==> src/rtl/dmem_arbiter.sv <==
// Two-port arbiter/sequencer for the single-port data RAM (CPU port A, loader port B).
// Optional macro DMEM_ARB_ROUND_ROBIN_EN replaces fixed B-over-A priority with round-robin.
module dmem_arbiter #(
  parameter int ADDR_W = 14,
  parameter int DATA_W = 32,
  parameter int RD_LAT = 1
) (
  input  logic              clock,
  input  logic              reset_n,
  input  logic              a_req,
  input  logic              a_we,
  input  logic [ADDR_W-1:0] a_addr,
  input  logic [DATA_W-1:0] a_wdata,
  output logic              a_ack,
  output logic [DATA_W-1:0] a_rdata,
  input  logic              b_req,
  input  logic              b_we,
  input  logic [ADDR_W-1:0] b_addr,
  input  logic [DATA_W-1:0] b_wdata,
  output logic              b_ack,
  output logic [DATA_W-1:0] b_rdata,
  output logic              mem_en,
  output logic              mem_we,
  output logic [ADDR_W-1:0] mem_addr,
  output logic [DATA_W-1:0] mem_wdata,
  input  logic [DATA_W-1:0] mem_rdata,
  output logic              busy
);

  typedef enum logic [1:0] {IDLE, ISSUE, WAIT, DONE} state_t;

  localparam logic [3:0] CNT_LOAD = 4'(RD_LAT - 1);

  state_t     state;
  state_t     state_d;
  logic [3:0] cnt;
  logic       win_b;
  logic       start;
  logic       grant_b;

`ifdef DMEM_ARB_ROUND_ROBIN_EN
  logic last_b;

  // Ties go to the port that did not win last time; a lone request always wins.
  always_comb begin
    start   = a_req | b_req;
    grant_b = b_req & (~a_req | ~last_b);
  end

  always_ff @(posedge clock or negedge reset_n) begin
    if (!reset_n) begin
      last_b <= 1'b1;
    end else if (state == IDLE && start) begin
      last_b <= grant_b;
    end
  end
`else
  always_comb begin
    start   = a_req | b_req;
    grant_b = b_req;
  end
`endif

  always_ff @(posedge clock or negedge reset_n) begin
    if (!reset_n) begin
      state <= IDLE;
    end else begin
      state <= state_d;
    end
  end

  always_comb begin
    state_d = state;
    mem_en  = 1'b0;
    a_ack   = 1'b0;
    b_ack   = 1'b0;
    case (state)
      IDLE: begin
        if (start) state_d = ISSUE;
      end
      ISSUE: begin
        mem_en  = 1'b1;
        state_d = mem_we ? DONE : WAIT;
      end
      WAIT: begin
        if (cnt == 4'd0) state_d = DONE;
      end
      DONE: begin
        a_ack   = ~win_b;
        b_ack   = win_b;
        state_d = IDLE;
      end
      default: state_d = IDLE;
    endcase
  end

  assign busy = (state != IDLE);

  // Request latch, latency counter and per-port read-data capture.
  always_ff @(posedge clock or negedge reset_n) begin
    if (!reset_n) begin
      mem_we    <= 1'b0;
      mem_addr  <= '0;
      mem_wdata <= '0;
      win_b     <= 1'b0;
      cnt       <= 4'd0;
      a_rdata   <= '0;
      b_rdata   <= '0;
    end else begin
      case (state)
        IDLE: begin
          if (start) begin
            win_b     <= grant_b;
            mem_we    <= grant_b ? b_we    : a_we;
            mem_addr  <= grant_b ? b_addr  : a_addr;
            mem_wdata <= grant_b ? b_wdata : a_wdata;
          end
        end
        ISSUE: begin
          if (!mem_we) cnt <= CNT_LOAD;
        end
        WAIT: begin
          if (cnt == 4'd0) begin
            if (win_b) b_rdata <= mem_rdata;
            else       a_rdata <= mem_rdata;
          end else begin
            cnt <= cnt - 4'd1;
          end
        end
        default: ;
      endcase
    end
  end

endmodule

==> config.mk <==
export PLATFORM = sky130hd
export DESIGN_NAME = dmem_arbiter
export DESIGN_NICKNAME = d
export VERILOG_FILES = /design/src/rtl/dmem_arbiter.sv
export SDC_FILE = /design/constraint.sdc
export NUM_CORES = 1
export LEC_CHECK = 0
export ABC_CLOCK_PERIOD_IN_PS = 2000
export CORE_MARGIN = 5
export CORE_UTILIZATION = 41
export DETAILED_ROUTE_END_ITERATION = 16
export GPL_TIMING_DRIVEN = 0
export PLACE_DENSITY = 0.81
export SLEW_MARGIN = 20
export SYNTH_ARGS = -nofsm -noshare
export SYNTH_HDL_FRONTEND = slang
export SYNTH_SLANG_ARGS = --single-unit
export TNS_END_PERCENT = 50
==> constraint.sdc <==
create_clock -name clock -period 2 [get_ports clock]
set_input_delay 0.5 -clock clock [delete_from_list [all_inputs] [get_ports clock]]
set_output_delay 0.5 -clock clock [all_outputs]
set_load 0.01 [all_outputs]
==> results.yml <==
place:
  gp_congestion: 0.817
  place_ws_ns: -0.0961
  placed_cells: 806
  dp_hpwl_mm: 12.2
  port-buffer-count: 243
clocking:
  cts_buffers: 17
  clkTransAtPathRegs_ns: 0.05
  cts_root_buf: "clkbuf_16"
  cts_buffer_depth: 2
  hold_buffers: 0
  clock-sinks: 118
  htreeDepth: 4
  cts_tree: "built"
  clk-insertion-delay-late_ns: 0.40
timing:
  max_freq_mhz: 504
  period_needed_ns: 1.98
  relSlewSlack: 0.647
  worstMarginPinSlew_ns: 0.529
  grt_setup_unrepaired: "yes"
  finalCritPeriodShare: 0.992
  drv_slew: 0
  hold_viol: 0
  setup_viol: 0
  clock_skew_ns: 0.00840
  fin_ws_ns: 0.0154
  finalSetupTns_ns: 0
layout:
  finalNetCount: 805
  diodes: 0
  multi_input_area_um2: 2120
  fin_cells: 848
  final_util: 0.714
  layout_common_cells: "clkdlybuf4s50_1, dfrtp_1, o21ai_0"
  syn_to_final_growth_pct: 69.3
  drive_gt1_frac: 0.212
  fillers: 833
  final_common_cell: "clkdlybuf4s50_1"
  seq_area_um2: 2960
synthesis:
  synth.distinct_cells: 30
  synth_edf_count: 0
  yosys_warnings: 0
  synthCells: 394
  ys_ff_latch: 118
  syn_avg_cell_area_um2: 13.0
  synth_area_um2: 5130
  ys.flop_type: "dfrtp_1"
  syn_nets: 531
  async_flop_share: 1.00
  yosysSeqAreaShare: 0.576
drt:
  vias_per_cell: 4.97
  wl_mm: 16.6
  drtAntennaViolNets: 0
  routedWlPerCell_um: 19.5
  drc: 0
  drt_iter0_markers: 254
  dr.pass1.iters: 4
  vias: 4212
floorplanning:
  rows: 40
  start_util: 0.422
  dieArea_um2: 14800
  core_um2: 12200
  die_x_um: 122
  die_y_um: 122
  pin_count: 245
pwr:
  p_int_uw: 9470
  switchingPower_uw: 4420
  total_power_uw: 13900
  p_leak_uw: 0.00383
  p_seq_frac: 0.313
  pwr-share-comb: 0.464
  power.density_nw_per_um2: 1600
  power_frac_clock: 0.223
  peakVddDrop_mv: 0.622
  swShare: 0.318
worst_setup_path:
  cpMostUsedCell: "buf_6"
  path_class: "reg -> reg"
  cp_data_arrival_time_ns: 2.27
  cp_max_fo: 8
  crit_path_max_incr_delay_ns: 0.41
  startpoint_type: "flop"
  slowest_stage: "dfrtp_1"
  cp-end-kind: "flop"
  path_delay_family: "buffers and inverters"
  worst_ep_required_time_ns: 2.28
  crit_chain: "inv_2, ha_4, buf_6, nor2b_4, and4bb_1, buf_6, clkbuf_16, mux2_4"
  cp_num_buf_inv: 4
run_status:
  status: "finished, final reports clean"
global_route:
  antenna_found_initial: 0
  grt_max_degree: 66
  grt_remaining_overflow: 0
  grt_pass1_wl_mm: 23.9
  grt_pass1_vias: 4421
  grt_usage: 0.211
worst_hold_path:
  worstHoldPathType: "in -> async"
job:
  max_cap_violations: 0
what timing repair did:
action                     in CTS  in global routing
buffers inserted                4                  4
gates cloned                    0                  3
pin swaps                       0                  1
setup endpoints to repair      32                 33
gates resized for setup        16                 36
synthesized netlist by cell type, types with 5 or more instances:
cell type	n	area share
o21ai_0	50	0.049
mux2i_1	47	0.092
dfrtp_1	118	0.58
buf_2	11	0.011
mux2_4	7	0.020
a21oi_1	5	0.0049
inv_1	5	0.0037
nand2_1	49	0.036
buf_6	9	0.020
mux2_2	61	0.13
ha_1	7	0.017
cell families (layout without fill, tap and decap cells):
logic type	Yosys count	in the layout	share of synthesized area
DFF	118	118	0.576
AOI/OAI and AO/OA	62	62	0.0656
muxes	115	115	0.246
and+or+nand+nor	62	62	0.0568
buffers and inverters	30	316	0.0388
adders and majority gates	7	7	0.0171
final timing paths:
check / startpoint / to / slack (ns) / cells past startpoint
hold / removal: reset_n / a_rdata[31] / 0.05 / 1
setup reg to reg: state[0] / a_rdata[17] / 0.02 / 8
hold reg to reg: mem_wdata[31] / mem_wdata[31] / 0.48 / 2
max in group asynchronous: reset_n / cnt[0] / 1.24 / 2
setup / recovery: state[0] / a_rdata[17] / 0.02 / 8
min in group clock: mem_wdata[31] / mem_wdata[31] / 0.48 / 2
power groups by stage:
stage,Sequential (µW),Combinational [µW],Clock (µW)
floorplan,4720,2060,0
detailed placement,4330,5890,0
global route,4470,6850,3260
finish,4340,6440,3100
global placement,4260,5730,0
CTS,4300,6000,3130
registers in the layout (all words and copies together), names as in the netlist:
name and count:
a_rdata 32, b_rdata 32, mem_wdata 32, mem_addr 14, cnt 4, state 2
mem_we 1, win_b 1
final cells by class:
type	instances	share of cell area
Clock buffer	23	0.0550
Sequential cell	118	0.340
Clock inverter	8	0.0141
Tap cell	168	0.0242
Buffer	25	0.0232
Multi-Input combinational cell	246	0.244
Timing Repair Buffer	255	0.297
Inverter	5	0.00216
worst reg2reg max path: stages, from the launching register on:
cell and delay, ns:
dfrtp_1 0.41, inv_2 0.14, ha_4 0.15, buf_6 0.11, nor2b_4 0.17, and4bb_1 0.22
buf_6 0.19, clkbuf_16 0.18, mux2_4 0.31
stage by stage:
step	hold slack, ns	cell area (µm²)
after global placement	0.461	7770
after detailed placement	0.470	7800
after floorplan	0.204	5130
after CTS	0.0572	8440
final	0.0480	8690
after global routing	0.0730	8690
metal layers:
| metal | part of all wire | track usage | vias to the layer above | routed length (µm) |
|---|---|---|---|---|
| li1 | - | - | 1932 | - |
| met3 | 0.091 | 0.0729 | 19 | 1500 |
| met5 | 0 | 0 | - | 0 |
| met2 | 0.51 | 0.378 | 208 | 8490 |
| met1 | 0.38 | 0.236 | 2053 | 6340 |
| met4 | 0.013 | 0.0665 | 0 | 214 |
Power figures use the tool's default switching activity.
==> RTL change 1: new RTL, same flow settings <==
The 4 states of `state_t` get a one-hot encoding in 4 bits.
--- a/src/rtl/dmem_arbiter.sv
+++ b/src/rtl/dmem_arbiter.sv
@@ -28,5 +28,5 @@
 );
 
-  typedef enum logic [1:0] {IDLE, ISSUE, WAIT, DONE} state_t;
+  typedef enum logic [3:0] {IDLE = 4'b0001, ISSUE = 4'b0010, WAIT = 4'b0100, DONE = 4'b1000} state_t;
 
   localparam logic [3:0] CNT_LOAD = 4'(RD_LAT - 1);
Behaviour: no difference found for any inputs over 10 cycles, from zero or initial values and one cycle with reset_n low; not proved beyond that.
==> RTL change 1 against the unedited design <==
- the flow now finishes with violations (setup timing)
- cell count is 6.0% lower
- sequential share of layout area hardly changed
- area after synthesis up 0.32%
- design area rose by 1.8%
- global-route usage is 0.66 points lower
- maximum frequency decreased by 4.3%
- via count down 7.2%
- synthesized cell count is 16% lower
- power decreased by 11%
- routed wire length down 7.1%
- setup slack worse by 0.088 ns
- first-iteration DRC count down 25%
- sequential cell count grew 2
- critical path type unchanged
- highest routed layer unchanged
==> RTL change 1: results (changes against the unedited design) <==
* First-pass GRT wire length at 23.10 mm (-3.3%)
* Hold_ws at 0.05888 ns (+0.01090 ns)
* Seq/Total Area, Yosys at 58.38% (+0.81 points)
* Status: complete, but fails checks
* Worst Skew at 0.004504 ns (-0.003898 ns)
* Total track usage at 20.45% (-0.66 points)
* Leak Pwr at 0.003716 uW (-3.0%)
* Commonest cells in the netlist: mux2_2, dfrtp_1, buf_2
* DR vias at 3,910 (-7.2%)
* Peak VDD IR at 825.1 uV (+33%)
* Setup TNS at -0.4798 ns (-0.4798 ns)
* Initial DRC count at 190 (-25%)
* GP Congestion at 0.8081 (-1.0%)
* Largest net degree at the start of global routing at 62 (-6.1%)
* Failing checks: setup timing
* Top post-synthesis cells by area: dfrtp_1, mux2_2, buf_2
* Placed instance count at 747 (-7.3%)
* Vias in the first global route at 4,309 (-2.5%)
* Count of mapped cells out of synthesis at 330 (-16%)
* Post-synthesis cell type count at 32 (+6.7%)
* Routed WL at 15.38 mm (-7.1%)
* Critical path's top delay family: simple AND/OR/NAND/NOR gates
* DR WL/cell at 19.29 um (-1.2%)
* Final worst slack at -0.07297 ns (-0.08841 ns)
* Final setup violation count at 9 (+9)
* Design Area, Final at 8840 sq um (+1.8%)
* Crit Path Max Fanout at 6 (-2)
* Initial antenna violation count at 0 (unchanged)
* Pre-CTS WS at -0.8482 ns (-0.7522 ns)
* Port Buffer Count at 244 (+0.41%)
* # nets final at 744 (-7.6%)
* Post-Syn Nets at 462 (-13%)
* Slew @ Worst Pin at 0.5950 ns (+0.06653 ns)
==> RTL change 1: cell types whose count changed in the layout (fill, tap and decap cells not counted), moves of 4 or more <==
cell	before	now
clkinv_2	2	6
buf_8	1	6
buf_2	13	5
buf_4	9	14
mux2_2	36	126
o21ai_0	50	2
nand2_1	49	3
a21oi_1	4	0
mux2i_1	47	0
==> RTL change 1: cell type report <==
class	count	area, sq um
buffer	15	135.1
fill	858	3626
clock buffer	23	467.9
sequential	120	3009
inverter	5	21.27
multi-input combinational	189	2206
tap	172	215.2
clock inverter	9	98.84
timing repair buffer	264	2686
==> RTL change 1: metal layers <==
metal / track usage, % / vias up / share of wire (%)
met5: 0 / - / 0
met4: 11.06 / 0 / 3.8
met3: 4.410 / 39 / 4.8
met2: 36.91 / 127 / 55
met1: 22.31 / 1973 / 36
li1: - / 1771 / -
==> RTL change 1: cells by family after synthesis <==
logic type      count (synthesis)  share of synthesized area [%]
compound gates                 10                          1.386
fa+ha+maj                       2                         0.4862
buf+inv                        21                          2.212
flops                         120                          58.38
mux                           158                          34.57
simple gates                   19                          2.966
==> RTL change 1: final timing paths <==
kind,start,endpoint
worst max register to register,cnt[0],a_rdata[3]
worst max-delay path,cnt[0],a_rdata[3]
worst min register to register,mem_wdata[23],mem_wdata[23]
worst min-delay path,reset_n,a_rdata[25]
max in group asynchronous,reset_n,state[0]
min in group clock,mem_wdata[23],mem_wdata[23]
==> RTL change 1: timing repair <==
action	4_1_cts	5_1_grt
pin swaps	3	2
setup buffers	10	7
hold buffers	0	0
gates cloned	3	0
resized for setup	56	44
endpoints found under the setup margin	85	111
==> RTL change 1: report_power, final <==
part	total (uW)	internal (uW)	leakage [uW]	switching [uW]
logic	5330	3420	0.00197	1900
registers	4160	3530	0.00146	633
clock network	2910	1880	0.000284	1020
==> RTL change 2: new RTL, same settings <==
Made on the original files. Change the parameter `ADDR_W` from 14 to 13.
--- a/src/rtl/dmem_arbiter.sv
+++ b/src/rtl/dmem_arbiter.sv
@@ -2,5 +2,5 @@
 // Optional macro DMEM_ARB_ROUND_ROBIN_EN replaces fixed B-over-A priority with round-robin.
 module dmem_arbiter #(
-  parameter int ADDR_W = 14,
+  parameter int ADDR_W = 13,
   parameter int DATA_W = 32,
   parameter int RD_LAT = 1
Interface: changed (resized a_addr, b_addr and mem_addr); port bits go from 245 to 242. No check against the original RTL was run, so the function may have changed too.
==> RTL change 2 against the unedited design <==
- maximum frequency increased by 0.68%
- routed wire length fell by 9.3%
- highest routed layer unchanged
- setup slack better by 0.013 ns
- power fell by 5.0%
- combinational power shrank 5.9%
- area after synthesis is 0.46% higher
- design area decreased by 2.6%
- critical path depth decreased by 1
- first-iteration DRC count fell by 43%
- sequential share of layout area up 0.59 points
- sequential cell count decreased by 1
- cell count fell by 0.83%
- non-clock buffer count shrank 9
==> RTL change 2: results (changes against the unedited design) <==
* Worst r2r src: state[1]
* Htree depth at 4 (unchanged)
* CP arrival at 2.26 ns
* Initial antenna violation count at 0 (unchanged)
* Post-DP HPWL at 11.56 mm (-5.5%)
* Clk_lat worst skew at 0.41 ns
* Hold_ws at 0.04637 ns (-0.001606 ns)
* CP max-delay cell: dfrtp_1
* Post-synthesis cell type count at 30 (unchanged)
* Share of layout cells above drive strength 1 at 17.34% (-3.8 points)
* Total track usage at 20.08% (-1.0 points)
* # nets final at 792 (-1.6%)
* Via density at 4.860 (-2.2%)
* Power Internal at 9019 uW (-4.8%)
* Root Driver: clkbuf_16
* Routed WL at 15.01 mm (-9.3%)
* R2R cell count at 7 (-1)
* First-pass GRT wire length at 22.82 mm (-4.5%)
* Seq/Total Area, Yosys at 56.81% (-0.75 points)
* Met1 track demand over resource at 22.30% (-1.3 points)
* Port Buffer Count at 240 (-1.2%)
* Reg2Reg Capture Point: b_rdata[22]
* Commonest cells in the netlist: dfrtp_1, nand2_1, o21ai_0
* Ant. Diodes at 0 (unchanged)
* Leak Pwr at 0.003742 uW (-2.3%)
* EDFF count, synth at 0 (unchanged)
* Register-to-register setup slack at 0.03 ns
* Hold crit path type: in -> async
* Met2 usage at 34.29% (-3.5 points)
* Cell Area, Placed at 7800 sq um (about the same)
* Biggest regs: a_rdata (32), b_rdata (32), mem_wdata (32)
* Largest net degree at the start of global routing at 63 (-4.5%)
* Synth warnings at 0 (unchanged)
* Most used DFF post-synth: dfrtp_1
* Top post-synthesis cells by area: dfrtp_1, mux2_4, mux2i_1
* Slew headroom at 65.19% (+0.50 points)
* Status: complete, no violations
* Peak VDD IR at 580.6 uV (-6.6%)
* Final setup violation count at 0 (unchanged)
* Clk buf depth at 2 (unchanged)
* GP Congestion at 0.7763 (-4.9%)
* Met3 Use GR at 9.239% (+1.9 points)
* Initial DRC count at 145 (-43%)
* Total CTS buffers at 17 (unchanged)
* Post-Syn Nets at 527 (-0.75%)
* Worst-path clk slew at 0.05 ns (about the same)
* Async S/R FF share, synth at 100.0% (unchanged)
* Crit-path max cell delay at 0.39 ns (-0.02 ns)
* Drt pass-1 iters at 4 (unchanged)
* Crit Path Max Fanout at 10 (+2)
* Vias in the first global route at 4,342 (-1.8%)
* Worst Skew at 0.008048 ns (-0.0003540 ns)
-- RTL change 2: cell count changes in the layout (fill, tap and decap cells not counted), moves of 3 or more --
cell,delta
clkbuf_8,+3
clkbuf_16,-3
clkdlybuf4s50_1,-3
mux2_2,-20
mux2_1,+20
-- RTL change 2: worst max-delay path: cells and delay by family (launching register included) --
| kind | cells | cell delay, ns |
|---|---|---|
| and+or+nand+nor | 2 | 0.41 |
| adders and majority gates | 1 | 0.18 |
| muxes | 1 | 0.36 |
| DFF | 1 | 0.39 |
| buffers and inverters | 3 | 0.52 |
-- RTL change 2: how the worst max path moves through the flow --
stage / start / to / depth (start not counted)
final: state[1] / b_rdata[22] / 7
after global routing: state[1] / b_rdata[22] / 7
after CTS: state[1] / b_rdata[22] / 7
after detailed placement: a_req / mem_wdata[13] / 5
after global placement: reset_n / mem_wdata[0] / 1
after floorplan: cnt[0] / state[1] / 6
-- RTL change 2: logic make-up (layout without fill, tap and decap cells) --
family / after synthesis / in the layout / share of synthesized area (%)
flops: 117 / 117 / 56.81
compound gates: 62 / 62 / 6.750
buf+inv: 30 / 307 / 3.302
mux: 114 / 114 / 26.12
simple gates: 62 / 62 / 5.317
fa+ha+maj: 7 / 7 / 1.699
-- RTL change 2: power by group through the flow --
stage | Combinational [uW] | Sequential, uW | Clock [uW]
2_1_floorplan | 2130 | 4690 | 0
3_3_place_gp | 5770 | 4170 | 0
3_5_place_dp | 5950 | 4250 | 0
4_1_cts | 6100 | 4220 | 2980
5_1_grt | 6480 | 4370 | 3100
6_report | 6060 | 4220 | 2920
-- RTL change 2: per-stage QoR --
| stage | cells | setup slack [ns] | utilization, % |
|---|---|---|---|
| 2_1_floorplan | 392 | 0.2788 | - |
| 3_3_place_gp | 804 | -3.924 | 62.34 |
| 3_5_place_dp | 805 | -0.3759 | 62.57 |
| 4_1_cts | 841 | -0.001708 | 67.77 |
| 5_1_grt | 841 | -0.04218 | 67.88 |
| 6_report | 841 | 0.02875 | 67.88 |
-- RTL change 2: routing by layer --
metal	share of wire, %	up-vias	wire, um
li1	-	1905	-
met1	37	1969	5597
met2	50	194	7555
met3	11	19	1669
met4	1.3	0	191
met5	0	-	0
-- RTL change 2: layout make-up --
cell class / instances / area (sq um)
timing repair buffer: 246 / 2452
tap: 172 / 215.2
multi-input combinational: 245 / 2083
fill: 892 / 4004
inverter: 5 / 21.27
sequential: 117 / 2929
clock buffer: 24 / 511.7
buffer: 25 / 178.9
clock inverter: 7 / 70.07
-- RTL change 2: what timing repair did --
| item | in CTS | in global routing |
|---|---|---|
| setup buffers | 5 | 0 |
| endpoints found under the setup margin | 27 | 86 |
| pin swaps | 0 | 0 |
| resized for setup | 14 | 17 |
| endpoints found under the hold margin | 0 | 0 |
